===== src/rtl/fp16_pkg.sv =====
// Shared half-precision (1/5/10) definitions used by the adder and normalizer.
// Holds field widths, special encodings, FSM states and result classes.
package fp16_pkg;

    localparam int EXP_W   = 5;
    localparam int FRAC_W  = 10;
    localparam int BIAS    = 15;
    localparam int EXP_MAX = 31;

    localparam logic [15:0] POS_INF  = 16'h7C00;
    localparam logic [15:0] POS_ZERO = 16'h0000;

    typedef enum logic [1:0] {
        IDLE = 2'd0,
        NORM = 2'd1,
        DONE = 2'd2
    } state_t;

    typedef enum logic [1:0] {
        CLS_NORMAL = 2'd0,
        CLS_SUB    = 2'd1,
        CLS_ZERO   = 2'd2,
        CLS_INF    = 2'd3
    } cls_t;

    function automatic logic [15:0] pack_word(
        input logic              sign,
        input logic [EXP_W-1:0]  exp_f,
        input logic [FRAC_W-1:0] frac_f
    );
        return {sign, exp_f, frac_f};
    endfunction

endpackage


===== src/rtl/fp16_pack.sv =====
// Combinational packer: turns a normalized sign/exponent/fraction and its
// result class into the binary16 word plus mutually exclusive flags.
module fp16_pack
    import fp16_pkg::*;
(
    input  logic              i_sign,
    input  logic [EXP_W-1:0]  i_exp,
    input  logic [FRAC_W-1:0] i_frac,
    input  cls_t              i_cls,
    output logic [15:0]       o_result,
    output logic              o_ovf,
    output logic              o_zero,
    output logic              o_sub
);

    // Select the encoding for each result class.
    always_comb begin
        o_result = POS_ZERO;
        o_ovf    = 1'b0;
        o_zero   = 1'b0;
        o_sub    = 1'b0;
        case (i_cls)
            CLS_NORMAL: o_result = pack_word(i_sign, i_exp, i_frac);
            CLS_SUB: begin
                o_result = pack_word(i_sign, 5'd0, i_frac);
                o_sub    = 1'b1;
            end
            CLS_ZERO: begin
                o_result = POS_ZERO;
                o_zero   = 1'b1;
            end
            CLS_INF: begin
                o_result = POS_INF | {i_sign, 15'h0000};
                o_ovf    = 1'b1;
            end
            default: o_result = POS_ZERO;
        endcase
    end

endmodule


===== src/rtl/fp16_normalizer.sv =====
// Post-add normalization stage: iteratively shifts the adder's raw mantissa
// into place and hands a packed binary16 result over a valid/ready handshake.
module fp16_normalizer
    import fp16_pkg::*;
#(
    parameter int MAX_SHIFT = 10
) (
    input  logic        clk,
    input  logic        rst_n,
    input  logic        in_valid,
    output logic        in_ready,
    input  logic        in_sign,
    input  logic [5:0]  in_exp,
    input  logic [11:0] in_mant,
    output logic        out_valid,
    input  logic        out_ready,
    output logic [15:0] out_result,
    output logic        out_ovf,
    output logic        out_zero,
    output logic        out_sub
);

    localparam int CNT_W = $clog2(MAX_SHIFT + 1);

    state_t             r_state;
    state_t             w_state_nxt;
    logic               r_sign,  w_sign_nxt;
    logic [5:0]         r_exp,   w_exp_nxt;
    logic [11:0]        r_mant,  w_mant_nxt;
    cls_t               r_cls,   w_cls_nxt;
    logic [CNT_W-1:0]   r_cnt,   w_cnt_nxt;
    logic               w_load_out;
    logic [5:0]         w_exp_inc;

    logic               r_in_ready;
    logic               r_out_valid;
    logic [15:0]        r_out_result;
    logic               r_out_ovf;
    logic               r_out_zero;
    logic               r_out_sub;

    logic [15:0]        w_pk_result;
    logic               w_pk_ovf;
    logic               w_pk_zero;
    logic               w_pk_sub;

    assign w_exp_inc = r_exp + 6'd1;

    // State register.
    always_ff @(posedge clk or negedge rst_n) begin
        if (!rst_n) begin
            r_state <= IDLE;
        end else begin
            r_state <= w_state_nxt;
        end
    end

    // Next-state and datapath-next logic; one normalization action per cycle.
    always_comb begin
        w_state_nxt = r_state;
        w_sign_nxt  = r_sign;
        w_exp_nxt   = r_exp;
        w_mant_nxt  = r_mant;
        w_cls_nxt   = r_cls;
        w_cnt_nxt   = r_cnt;
        w_load_out  = 1'b0;
        case (r_state)
            IDLE: begin
                if (in_valid && r_in_ready) begin
                    w_sign_nxt  = in_sign;
                    w_exp_nxt   = (in_exp == 6'd0) ? 6'd1 : in_exp;
                    w_mant_nxt  = in_mant;
                    w_cls_nxt   = CLS_NORMAL;
                    w_cnt_nxt   = {CNT_W{1'b0}};
                    w_state_nxt = NORM;
                end else begin
                    w_state_nxt = IDLE;
                end
            end
            NORM: begin
                if (r_mant == 12'h000) begin
                    w_sign_nxt  = 1'b0;
                    w_cls_nxt   = CLS_ZERO;
                    w_state_nxt = DONE;
                end else if (r_exp >= 6'd31) begin
                    w_cls_nxt   = CLS_INF;
                    w_state_nxt = DONE;
                end else if (r_mant[11]) begin
                    // Truncating right shift absorbs the adder carry.
                    w_mant_nxt  = {1'b0, r_mant[11:1]};
                    w_exp_nxt   = w_exp_inc;
                    w_cls_nxt   = (w_exp_inc >= 6'd31) ? CLS_INF : CLS_NORMAL;
                    w_state_nxt = DONE;
                end else if (r_mant[10]) begin
                    w_cls_nxt   = CLS_NORMAL;
                    w_state_nxt = DONE;
                end else if (r_exp == 6'd1) begin
                    w_cls_nxt   = CLS_SUB;
                    w_state_nxt = DONE;
                end else if (r_cnt == CNT_W'(MAX_SHIFT)) begin
                    // Unreachable for legal operands; bounds the loop regardless.
                    w_cls_nxt   = CLS_SUB;
                    w_state_nxt = DONE;
                end else begin
                    w_mant_nxt  = {r_mant[10:0], 1'b0};
                    w_exp_nxt   = r_exp - 6'd1;
                    w_cnt_nxt   = r_cnt + {{(CNT_W-1){1'b0}}, 1'b1};
                    w_state_nxt = NORM;
                end
            end
            DONE: begin
                if (!r_out_valid) begin
                    w_load_out  = 1'b1;
                end else if (out_ready) begin
                    w_state_nxt = IDLE;
                end else begin
                    w_state_nxt = DONE;
                end
            end
            default: w_state_nxt = IDLE;
        endcase
    end

    // Operand / working registers.
    always_ff @(posedge clk or negedge rst_n) begin
        if (!rst_n) begin
            r_sign <= 1'b0;
            r_exp  <= 6'd0;
            r_mant <= 12'h000;
            r_cls  <= CLS_NORMAL;
            r_cnt  <= {CNT_W{1'b0}};
        end else begin
            r_sign <= w_sign_nxt;
            r_exp  <= w_exp_nxt;
            r_mant <= w_mant_nxt;
            r_cls  <= w_cls_nxt;
            r_cnt  <= w_cnt_nxt;
        end
    end

    fp16_pack u_pack (
        .i_sign   (r_sign),
        .i_exp    (r_exp[4:0]),
        .i_frac   (r_mant[9:0]),
        .i_cls    (r_cls),
        .o_result (w_pk_result),
        .o_ovf    (w_pk_ovf),
        .o_zero   (w_pk_zero),
        .o_sub    (w_pk_sub)
    );

    // Handshake and held output registers.
    always_ff @(posedge clk or negedge rst_n) begin
        if (!rst_n) begin
            r_in_ready   <= 1'b0;
            r_out_valid  <= 1'b0;
            r_out_result <= 16'h0000;
            r_out_ovf    <= 1'b0;
            r_out_zero   <= 1'b0;
            r_out_sub    <= 1'b0;
        end else begin
            r_in_ready <= (w_state_nxt == IDLE);
            if (w_load_out) begin
                r_out_valid  <= 1'b1;
                r_out_result <= w_pk_result;
                r_out_ovf    <= w_pk_ovf;
                r_out_zero   <= w_pk_zero;
                r_out_sub    <= w_pk_sub;
            end else if (r_state == DONE && r_out_valid && out_ready) begin
                r_out_valid  <= 1'b0;
            end else begin
                r_out_valid  <= r_out_valid;
            end
        end
    end

    assign in_ready   = r_in_ready;
    assign out_valid  = r_out_valid;
    assign out_result = r_out_result;
    assign out_ovf    = r_out_ovf;
    assign out_zero   = r_out_zero;
    assign out_sub    = r_out_sub;

endmodule

===== config.mk =====
export PLATFORM = sky130hd
export DESIGN_NAME = fp16_normalizer
export DESIGN_NICKNAME = d
export VERILOG_FILES = /design/src/rtl/fp16_pkg.sv /design/src/rtl/fp16_pack.sv /design/src/rtl/fp16_normalizer.sv
export SDC_FILE = /design/constraint.sdc
export NUM_CORES = 1
export LEC_CHECK = 0
export ABC_AREA = 1
export BUFFER_PORTS_ARGS = -buffer_cell sky130_fd_sc_hd__buf_2
export CELL_PAD_IN_SITES_DETAIL_PLACEMENT = 1
export CELL_PAD_IN_SITES_GLOBAL_PLACEMENT = 2
export CORE_ASPECT_RATIO = 1.25
export CORE_MARGIN = 5
export CORE_UTILIZATION = 34
export CTS_BUF_LIST = sky130_fd_sc_hd__clkbuf_4 sky130_fd_sc_hd__clkbuf_8
export DETAILED_ROUTE_END_ITERATION = 7
export PLACE_DENSITY = 0.92
export SKIP_CTS_REPAIR_TIMING = 1
export SLEW_MARGIN = 20
export SYNTH_ARGS = -nofsm -noshare
export SYNTH_HDL_FRONTEND = slang
export SYNTH_HIERARCHICAL = 1
export SYNTH_SLANG_ARGS = --single-unit
export TNS_END_PERCENT = 100

===== constraint.sdc =====
create_clock -name clk -period 2.2 [get_ports clk]
set_input_delay 0.66 -clock clk [delete_from_list [all_inputs] [get_ports clk]]
set_output_delay 0.66 -clock clk [all_outputs]
set_load 0.02 [all_outputs]

### Word-level counts from Yosys, hierarchy flattened

Cells that the tools add are included.

* reductions and logical operators: 15
* multiplexer cells: 55
* magnitude comparators: 2
* equal/unequal tests: 19
* $add $sub $neg: 3

Operators by type and width (count)
* case mux 16 bit (4 select lines): 1
* 2-to-1 mux 6 bit: 8
* 2-to-1 mux 11 bit: 4
* 2-to-1 mux 12 bit: 3
* 2-to-1 mux 2 bit: 16
* 2-to-1 mux 4 bit: 7
* case mux 12 bit (2 select lines): 1
* != test 2 bit, second input constant: 8
* >= comparator 6 x 5 -> 1 bit, second input constant: 2
* logical NOT 12 bit: 1
* case mux 6 bit (2 select lines): 1
* 2-to-1 mux 1 bit: 10
* != test 3 bit, second input constant: 3
* case mux 4 bit (2 select lines): 1
* AND reduction 8 bit: 1
* != test 7 bit, second input constant: 1
* AND reduction 7 bit: 1
* adder 6 x 1 -> 6 bit, second input constant: 1
* == test 2 bit, second input constant: 3
* == test 6 x 1 -> 1 bit, second input constant: 1
* logical NOT 2 bit: 3
* logical NOT 6 bit: 1
* case mux 2 bit (3 select lines): 1
* AND reduction 3 bit: 2
* 9 further kinds: 13

* bits of input ports: 23
* register bits after elaboration: 48
* output and inout port bits: 21
* logic and storage cells: 107

### Longest topological paths before layout

Gate-level depths: netlist (run 1).

* depth in word-level cells: 9
* depth in mapped cells: 11
* mapped depth without buffers: 10

### Modules after synthesis

The synthesis (run 1) kept the hierarchy.

By module, submodules not included
* fp16_normalizer: instances 1, seq. area each 1201.2 um2, area each 2706.3 um2, cells an instance 329
* fp16_pack: instances 1, seq. area each 0.0 um2, area each 158.9 um2, cells an instance 40

### Worst setup path before layout (run 1)

Ideal clock, no wire load.

* kind: reg-to-reg
* start: reg r_exp[0]
* end: reg r_exp[0]
* required time: 2083 ps
* data arrival time: 1514 ps
* clock period less this slack: 1631 ps
* stages on the path, launching flop included: 11
* path slack: 569 ps
* path buffers: 1
* cell sequence: dfrtp_1 > ha_1 > nand4_1 > inv_1 > nor2_2 > nand3_1 > nand2_2 > nand2_4 > buf_8 > nand2_1 > nand2_1

* longest elaborated chain between the ends: 8
* elaborated cells between the ends (all ways): 14
* those cells by class: add/sub: 2; order compare: 1; eq/ne: 3; mux: 7; reduce/logical: 1

Ends and longest elaborated chain
* from (decl): line fp16_normalizer.sv:28 `logic [5:0] r_exp, w_exp_nxt;`
* from (signal assigned): line fp16_normalizer.sv:134 `r_exp <= w_exp_nxt;`
* subtractor 6 x 1 -> 6 bit: line fp16_normalizer.sv:106 `w_exp_nxt = r_exp - 6'd1;`
* 2-to-1 mux 6 bit: line fp16_normalizer.sv:100 `end else if (r_cnt == CNT_W'(MAX_SHIFT)) begin`
* 2-to-1 mux 6 bit: line fp16_normalizer.sv:97 `end else if (r_exp == 6'd1) begin`
* 2-to-1 mux 6 bit: line fp16_normalizer.sv:94 `end else if (r_mant[10]) begin`
* 2-to-1 mux 6 bit: line fp16_normalizer.sv:88 `end else if (r_mant[11]) begin`
* 2-to-1 mux 6 bit: line fp16_normalizer.sv:85 `end else if (r_exp >= 6'd31) begin`
* 2-to-1 mux 6 bit: line fp16_normalizer.sv:81 `if (r_mant == 12'h000) begin`
* case mux 6 bit (2 select lines): line fp16_normalizer.sv:67 `case (r_state)`

Several ways; a longest one is shown, not always the timed one. The select of a mux whose other input is x is not followed.
A chain may end at the register's enable or synchronous reset.

### Worst setup path after layout (run 1)

* start: reg r_exp[0]
* end: reg r_exp[4]

Same word-level chain as after synthesis.

==> results_tabular.tex, run 1 <==
\begin{tabular}{lr}
\hline
Metric & Value \\
\hline
\multicolumn{2}{l}{\textbf{Floorplan}} \\
\quad Core Footprint & 8240 um2 \\
\quad Die span in x & 92.11 um \\
\quad I/O pin count & 44 \\
\quad Starting Density & 34.77\% \\
\quad Area of the die & 10370 um2 \\
\quad Placement row count & 37 \\
\quad Y dimension of the die & 112.6 um \\
\multicolumn{2}{l}{\textbf{Global route}} \\
\quad Maximum number of pins on one net before global-route repair & 25 \\
\quad Number of antenna violations at the first check in global routing & 0 \\
\quad Global-route usage over all layers & 15.65\% \\
\quad Vias in the first global route & 2738 \\
\quad GR Overflow Total & 0 \\
\quad First-pass GRT wire length & 13160 um \\
\multicolumn{2}{l}{\textbf{Placement}} \\
\quad Number of placed instances with taps included & 504 \\
\quad DP Wirelength & 5871 um \\
\quad I/O Buffers & 43 \\
\quad Placer Congestion & 0.8796 \\
\multicolumn{2}{l}{\textbf{Clocking}} \\
\quad Number of buffers between clock root and the deepest sink & 2 \\
\quad Latest clock arrival within the worst-skew pair & 0.30 ns \\
\quad Root buf cell & clkbuf\_8 \\
\quad \# H-tree levels & 2 \\
\quad Clock buffer count from CTS & 5 \\
\quad Sinks on the clock net & 48 \\
\quad TritonCTS clock tree & done \\
\quad Clock slew seen by the registers of the worst setup and hold paths & 0.10 ns \\
\multicolumn{2}{l}{\textbf{Route}} \\
\quad Number of detailed-route iterations in the first pass & 4 \\
\quad Wirelength, routed & 7723 um \\
\quad Routed length per instance & 15.08 um \\
\quad DRC violation count after routing & 0 \\
\quad Detail-routed via count per cell & 5.008 \\
\quad Iter 0 DRT Violations & 93 \\
\quad Total number of vias & 2564 \\
\quad Post-route antenna net violation count & 0 \\
\multicolumn{2}{l}{\textbf{Setup path}} \\
\quad Cells on worst reg2reg path & 9 \\
\quad CP Max Fanout & 16 \\
\quad Most Frequent Cell on Critical Path & nand2\_1 \\
\quad Crit Path Class & reg2reg \\
\quad Slowest cell on crit path & dfrtp\_1 \\
\quad Series of cell instances along the critical path & ha\_1 -> nand4\_1 -> inv\_1 -> nor2\_2 -> nand3\_1 -> nand2\_2 -> nand2\_4 -> nand2\_1 -> nand2\_1 \\
\quad Worst Path Arrival & 2.05 ns \\
\quad Nature of the critical path startpoint & register \\
\quad Crit end category & register \\
\quad Largest stage delay, worst path & 0.49 ns \\
\quad WP data required & 2.40 ns \\
\multicolumn{2}{l}{\textbf{STA}} \\
\quad Headroom to the max-slew limit & 59.93\% \\
\quad Worst Hold Margin & 0.3525 ns \\
\quad Highest achievable clock rate & 0.5386 GHz \\
\quad Worst-case clock skew & 0.006648 ns \\
\quad Total count of max-transition violations in the final report & 0 \\
\quad Clock period minus worst slack & 1.857 ns \\
\quad Worst Max-Slew Pin Slew & 0.6010 ns \\
\quad Setup repair after global routing missed its margin & false \\
\quad Total count of hold-check failures in the final report & 0 \\
\quad Final setup vio count & 0 \\
\quad Total Neg Setup Slack & 0 ns \\
\quad Post-route fraction of the period consumed by the critical path & 84.39\% \\
\multicolumn{2}{l}{\textbf{Synth}} \\
\quad YS warnings & 6 \\
\quad Register area share after synthesis & 41.92\% \\
\quad Post-synthesis instance area & 2865 um2 \\
\quad Number of distinct library cells after synthesis & 31 \\
\quad Fraction of post-synthesis cell area in the top cell type by area & 41.92\% \\
\quad Cells taking the most area after synthesis & dfrtp\_1 42\%, nand2\_1 15\%, mux2\_2 7.5\%, nand3\_1 5.2\%, inv\_1 4.6\% \\
\quad Mean instance size in the synthesized netlist & 7.765 um2 \\
\quad Number of synthesized register bits & 48 \\
\quad Number of instances in the synthesized netlist & 369 \\
\quad Cell accounting for the most synthesized area & dfrtp\_1 \\
\quad Post-Synthesis Net Count & 398 \\
\multicolumn{2}{l}{\textbf{Finish}} \\
\quad Antenna diode count & 0 \\
\quad Leading cell type in the layout, fill and taps excluded & nand2\_1 \\
\quad Total of fill cells in the finished design & 1053 \\
\quad Fraction of final layout cells sized beyond drive strength 1 & 23.61\% \\
\quad Layout overhead on the synthesized area & 14.19\% \\
\quad Final Core Density & 39.71\% \\
\quad Finished Layout Cells & 512 \\
\quad Final nets & 443 \\
\quad Leading cell types in the layout, fill and taps excluded & 112 x nand2\_1, 48 x dfrtp\_1, 43 x buf\_2, 35 x inv\_1, 34 x nor2\_1 \\
\multicolumn{2}{l}{\textbf{Power and ir drop}} \\
\quad Static leakage power & 1.788 nW \\
\quad Net switching power & 0.002445 W \\
\quad Part of the power in the clock network & 13.3\% \\
\quad Share of total power consumed by net switching & 48.80\% \\
\quad Cell-internal power & 0.002565 W \\
\quad Pwr dens & 1531 nW/um2 \\
\quad Sequential fraction of design power & 35.1\% \\
\quad Peak supply drop & 0.0005658 V \\
\quad Portion of total power attributed to combinational logic & 51.6\% \\
\multicolumn{2}{l}{\textbf{Outcome}} \\
\quad Result of the run & finished clean \\
\multicolumn{2}{l}{\textbf{Flow run}} \\
\quad Max-Cap Viols & 0 \\
\multicolumn{2}{l}{\textbf{Worst hold path}} \\
\quad Worst min path class & in2async \\
\hline
\end{tabular}
routing by layer:
metal | wire length, um | up-vias | GRT usage, %
li1 | - | 1267 | -
met1 | 3393 | 1243 | 19.39
met4 | 166 | 0 | 4.856
met5 | 0 | - | 0
met2 | 3947 | 42 | 28.07
met3 | 215 | 12 | 2.011
critical path, delay by kind of cell, from the launching register on:
family | cells | cell delay (ns)
adder cells (fa/ha/maj) | 1 | 0.28
flip-flops | 1 | 0.49
buffers and inverters | 1 | 0.08
AND/OR/NAND/NOR | 7 | 0.87
cell families after synthesis:
kind of cell | share of synthesized area [%]
adder cells (fa/ha/maj) | 2.620
AO/OA/AOI/OAI | 6.856
flip-flops | 41.92
XOR/XNOR | 1.223
AND/OR/NAND/NOR | 31.66
buffers and inverters | 8.253
multiplexers | 7.467
flip-flops by register name (all words and copies together) (netlist names):
name and count:
r_sign 1, r_mant 12, r_state 2, r_exp 6, out_zero 1, out_ovf 1
out_valid 1, r_cnt 4, out_result 16, in_ready 1, r_cls 2, out_sub 1
cell usage after synthesis:
master    instances
nand3b_1          2
nor2_2            8
nand2_1         112
o21bai_1          1
xnor2_1           2
nor2_1           34
nand2_4           1
nand2_2           6
nor2_4            2
inv_2             2
nand3_2           1
nand4_1           8
buf_4             2
mux2_2           19
nor3b_1           1
buf_8             1
a22oi_1           1
buf_6             4
o21ai_1           1
a21oi_1          22
o21ai_0          10
ha_1              6
clkbuf_1          2
nand3_1          30
xor2_1            2
inv_1            35
a21oi_2           1
buf_2             3
dfrtp_1          48
o211ai_1          1
nor3_1            1
power groups by stage:
stage	Clock, W	Sequential [W]	Combinational, W
finish	0.000667	0.00176	0.00258
global route	0.000727	0.00184	0.00293
global placement	0	0.00176	0.00254
floorplan	0	0.00180	0.00184
detailed placement	0	0.00179	0.00262
CTS	0.000694	0.00177	0.00263
path summary, 6_finish.rpt:
kind / slack (ns) / endpoint / from
setup / recovery: 0.34 / r_exp[4]$_DFFE_PN0P_ / r_exp[0]$_DFFE_PN0P_
hold / removal: 0.35 / out_valid$_DFFE_PN0P_ / rst_n
setup reg to reg: 0.34 / r_exp[4]$_DFFE_PN0P_ / r_exp[0]$_DFFE_PN0P_
hold reg to reg: 0.50 / out_result[14]$_DFFE_PN0P_ / out_result[14]$_DFFE_PN0P_
max in group asynchronous: 1.20 / out_result[3]$_DFFE_PN0P_ / rst_n
min in group clk: 0.50 / out_result[14]$_DFFE_PN0P_ / out_result[14]$_DFFE_PN0P_
layout make-up:
| cell class | count | area, um2 | share of cell area, % |
|---|---|---|---|
| multi-input combinational | 272 | 1428 | 43.63 |
| sequential | 48 | 1201 | 36.71 |
| timing repair buffer | 50 | 267.8 | 8.184 |
| inverter | 37 | 138.9 | 4.245 |
| tap | 97 | 121.4 | 3.709 |
| clock buffer | 5 | 68.82 | 2.103 |
| clock inverter | 3 | 46.29 | 1.415 |
stage by stage:
stage                     cell area [um2]  setup slack (ns)  power, W
after floorplan                      2865            0.5689  0.003645
after global placement               3157            0.4248  0.004295
after detailed placement             3157            0.3635  0.004405
after CTS                            3272            0.3372  0.005091
after global routing                 3272            0.1614  0.005501
final                                3272            0.3434  0.005010
Power figures use the tool's default switching activity.
==> run 2: changes to the inputs <==
==> constraint.sdc (replaced) <==
create_clock -name clk -period 1.8 [get_ports clk]
set_input_delay 0.54 -clock clk [delete_from_list [all_inputs] [get_ports clk]]
set_output_delay 0.54 -clock clk [all_outputs]
set_load 0.02 [all_outputs]
==> results_tabular.tex, run 2 (synthesis gave the netlist of run 1 again) <==
\begin{tabular}{lr}
\hline
Metric & Value \\
\hline
\multicolumn{2}{l}{\textbf{Setup path}} \\
\quad Cells on worst reg2reg path & 10 \\
\quad CP delay by family, top & simple AND/OR/NAND/NOR gates \\
\quad Nature of the critical path startpoint & register \\
\quad CP Max Fanout & 7 \\
\quad Series of cell instances along the critical path & inv\_1 -> ha\_1 -> nand3\_2 -> nand2\_2 -> nand2\_2 -> a21oi\_4 -> nor2\_4 -> buf\_4 -> nand2\_1 -> nand2\_1 \\
\quad RR Startpoint & r\_exp[1]\$\_DFFE\_PN0P\_ \\
\quad Largest stage delay, worst path & 0.46 ns \\
\quad Worst Path Arrival & 1.89 ns \\
\quad Worst setup path start & r\_exp[1]\$\_DFFE\_PN0P\_ \\
\quad WP data required & 2.00 ns \\
\quad Flop-to-flop setup slack & 0.11 ns \\
\quad Crit Path Class & reg2reg \\
\quad Crit end category & register \\
\quad Worst r2r dst & r\_exp[1]\$\_DFFE\_PN0P\_ \\
\quad Slowest cell on crit path & dfrtp\_2 \\
\quad Total buffers and inverters traversed by the critical path & 2 \\
\multicolumn{2}{l}{\textbf{Power and ir drop}} \\
\quad Total power of the final layout & 0.006485 W \\
\quad Peak supply drop & 0.0007952 V \\
\quad Pwr dens & 1899 nW/um2 \\
\quad Static leakage power & 1.845 nW \\
\multicolumn{2}{l}{\textbf{Placement}} \\
\quad Placed standard-cell area & 3222 um2 \\
\quad I/O Buffers & 43 \\
\quad DP Wirelength & 5974 um \\
\quad Pre-CTS WS & 0.006149 ns \\
\quad Placer Congestion & 0.8372 \\
\multicolumn{2}{l}{\textbf{Global route}} \\
\quad First-pass GRT wire length & 13150 um \\
\quad Maximum number of pins on one net before global-route repair & 34 \\
\quad Global-route usage over all layers & 15.52\% \\
\quad Most Crowded Layer GR & met2 \\
\quad Global routing met1 resource utilization & 19.68\% \\
\quad GR Overflow Total & 0 \\
\quad Fraction of met2 tracks used by global routing & 28.02\% \\
\quad Vias in the first global route & 2699 \\
\quad Number of antenna violations at the first check in global routing & 0 \\
\quad Met3 routing resource usage after global routing & 1.743\% \\
\multicolumn{2}{l}{\textbf{STA}} \\
\quad Final setup vio count & 0 \\
\quad Worst Hold Margin & 0.1678 ns \\
\quad Total count of max-transition violations in the final report & 0 \\
\quad Setup repair after global routing missed its margin & false \\
\quad Headroom to the max-slew limit & 64.98\% \\
\quad Highest achievable clock rate & 0.5928 GHz \\
\quad Clock period minus worst slack & 1.687 ns \\
\quad Final setup slack of the worst path & 0.1130 ns \\
\quad Post-route fraction of the period consumed by the critical path & 93.72\% \\
\quad Total count of hold-check failures in the final report & 0 \\
\quad Worst-case clock skew & 0.004521 ns \\
\quad Worst Max-Slew Pin Slew & 0.5254 ns \\
\multicolumn{2}{l}{\textbf{Finish}} \\
\quad Antenna diode count & 0 \\
\quad Final nets & 452 \\
\quad Largest register FFs & 16 \\
\quad Layout overhead on the synthesized area & 19.17\% \\
\quad Leading cell types in the layout, fill and taps excluded & 110 x nand2\_1, 46 x dfrtp\_1, 43 x buf\_2, 34 x inv\_1, 33 x nor2\_1 \\
\quad Final Core Density & 41.44\% \\
\quad Leading cell type in the layout, fill and taps excluded & nand2\_1 \\
\quad Fraction of final layout cells sized beyond drive strength 1 & 27.59\% \\
\quad Summed area of non-filler cells in the final layout & 3415 um2 \\
\multicolumn{2}{l}{\textbf{Route}} \\
\quad Routed length per instance & 15.40 um \\
\quad Total number of vias & 2580 \\
\quad Wirelength, routed & 8025 um \\
\quad Post-route antenna net violation count & 0 \\
\quad Number of detailed-route iterations in the first pass & 4 \\
\quad Iter 0 DRT Violations & 95 \\
\quad Detail-routed via count per cell & 4.952 \\
\quad DRC violation count after routing & 0 \\
\multicolumn{2}{l}{\textbf{Clocking}} \\
\quad Clock slew seen by the registers of the worst setup and hold paths & 0.09 ns \\
\quad Sinks on the clock net & 48 \\
\quad Clock buffer count from CTS & 5 \\
\quad TritonCTS clock tree & done \\
\quad \# H-tree levels & 2 \\
\quad Number of buffers between clock root and the deepest sink & 2 \\
\quad Root buf cell & clkbuf\_8 \\
\quad Latest clock arrival within the worst-skew pair & 0.30 ns \\
\multicolumn{2}{l}{\textbf{Worst hold path}} \\
\quad Worst min path class & in2async \\
\multicolumn{2}{l}{\textbf{Floorplan}} \\
\quad Core Footprint & 8240 um2 \\
\quad Area of the die & 10370 um2 \\
\quad Placement row count & 37 \\
\quad Y dimension of the die & 112.6 um \\
\quad Die span in x & 92.11 um \\
\quad I/O pin count & 44 \\
\quad Starting Density & 34.77\% \\
\multicolumn{2}{l}{\textbf{Flow run}} \\
\quad Max-Cap Viols & 0 \\
\multicolumn{2}{l}{\textbf{Outcome}} \\
\quad Result of the run & finished clean \\
\hline
\end{tabular}
## run 2: cell count changes in the layout (fill, tap and decap cells not counted), sizes merged
cell	delta
clkbuf	+1
clkinv	+1
inv	-1
nand2	+1
buf	+8
clkinvlp	-1
## run 2: cell type report
| class | instances | area [um2] |
|---|---|---|
| Tap cell | 97 | 121.4 |
| Clock inverter | 2 | 38.79 |
| Inverter | 37 | 138.9 |
| Sequential cell | 48 | 1204 |
| Timing Repair Buffer | 58 | 340.3 |
| Clock buffer | 6 | 82.58 |
| Multi-Input combinational cell | 273 | 1489 |
| Fill cell | 1023 | 4826 |
## run 2: where the power goes
group | leakage (nW) | switching (W) | internal [W]
sequential | 0.604 | 0.000500 | 0.00157
combinational | 1.18 | 0.00224 | 0.00134
clock | 0.0614 | 0.000380 | 0.000455
## run 2: metrics by stage
stage / setup TNS [ns] / instances
after floorplan: 0 / 369
after global placement: 0 / 511
after detailed placement: 0 / 511
after CTS: -0.03585 / 519
after global routing: 0 / 521
final: 0 / 521
## run 2: metal layers
metal	share of wire (%)	vias up
met5	0	-
li1	-	1285
met3	3.3	7
met4	0.95	0
met2	51	49
met1	44	1239
## run 2: how the worst max path moves through the flow
stage                                      end  cells after the start
after floorplan           r_exp[0]$_DFFE_PN0P_                     10
after global placement    r_exp[1]$_DFFE_PN0P_                      9
after detailed placement    in_ready$_DFF_PN0_                      9
after CTS                   in_ready$_DFF_PN0_                      9
after global routing      r_exp[4]$_DFFE_PN0P_                     10
final                     r_exp[1]$_DFFE_PN0P_                     10
## run 2: worst reg2reg max path, stage by stage (launching register included)
cell	delay, ns
dfrtp_2	0.46
inv_1	0.09
ha_1	0.17
nand3_2	0.14
nand2_2	0.13
nand2_2	0.08
a21oi_4	0.18
nor2_4	0.05
buf_4	0.16
nand2_1	0.08
nand2_1	0.06
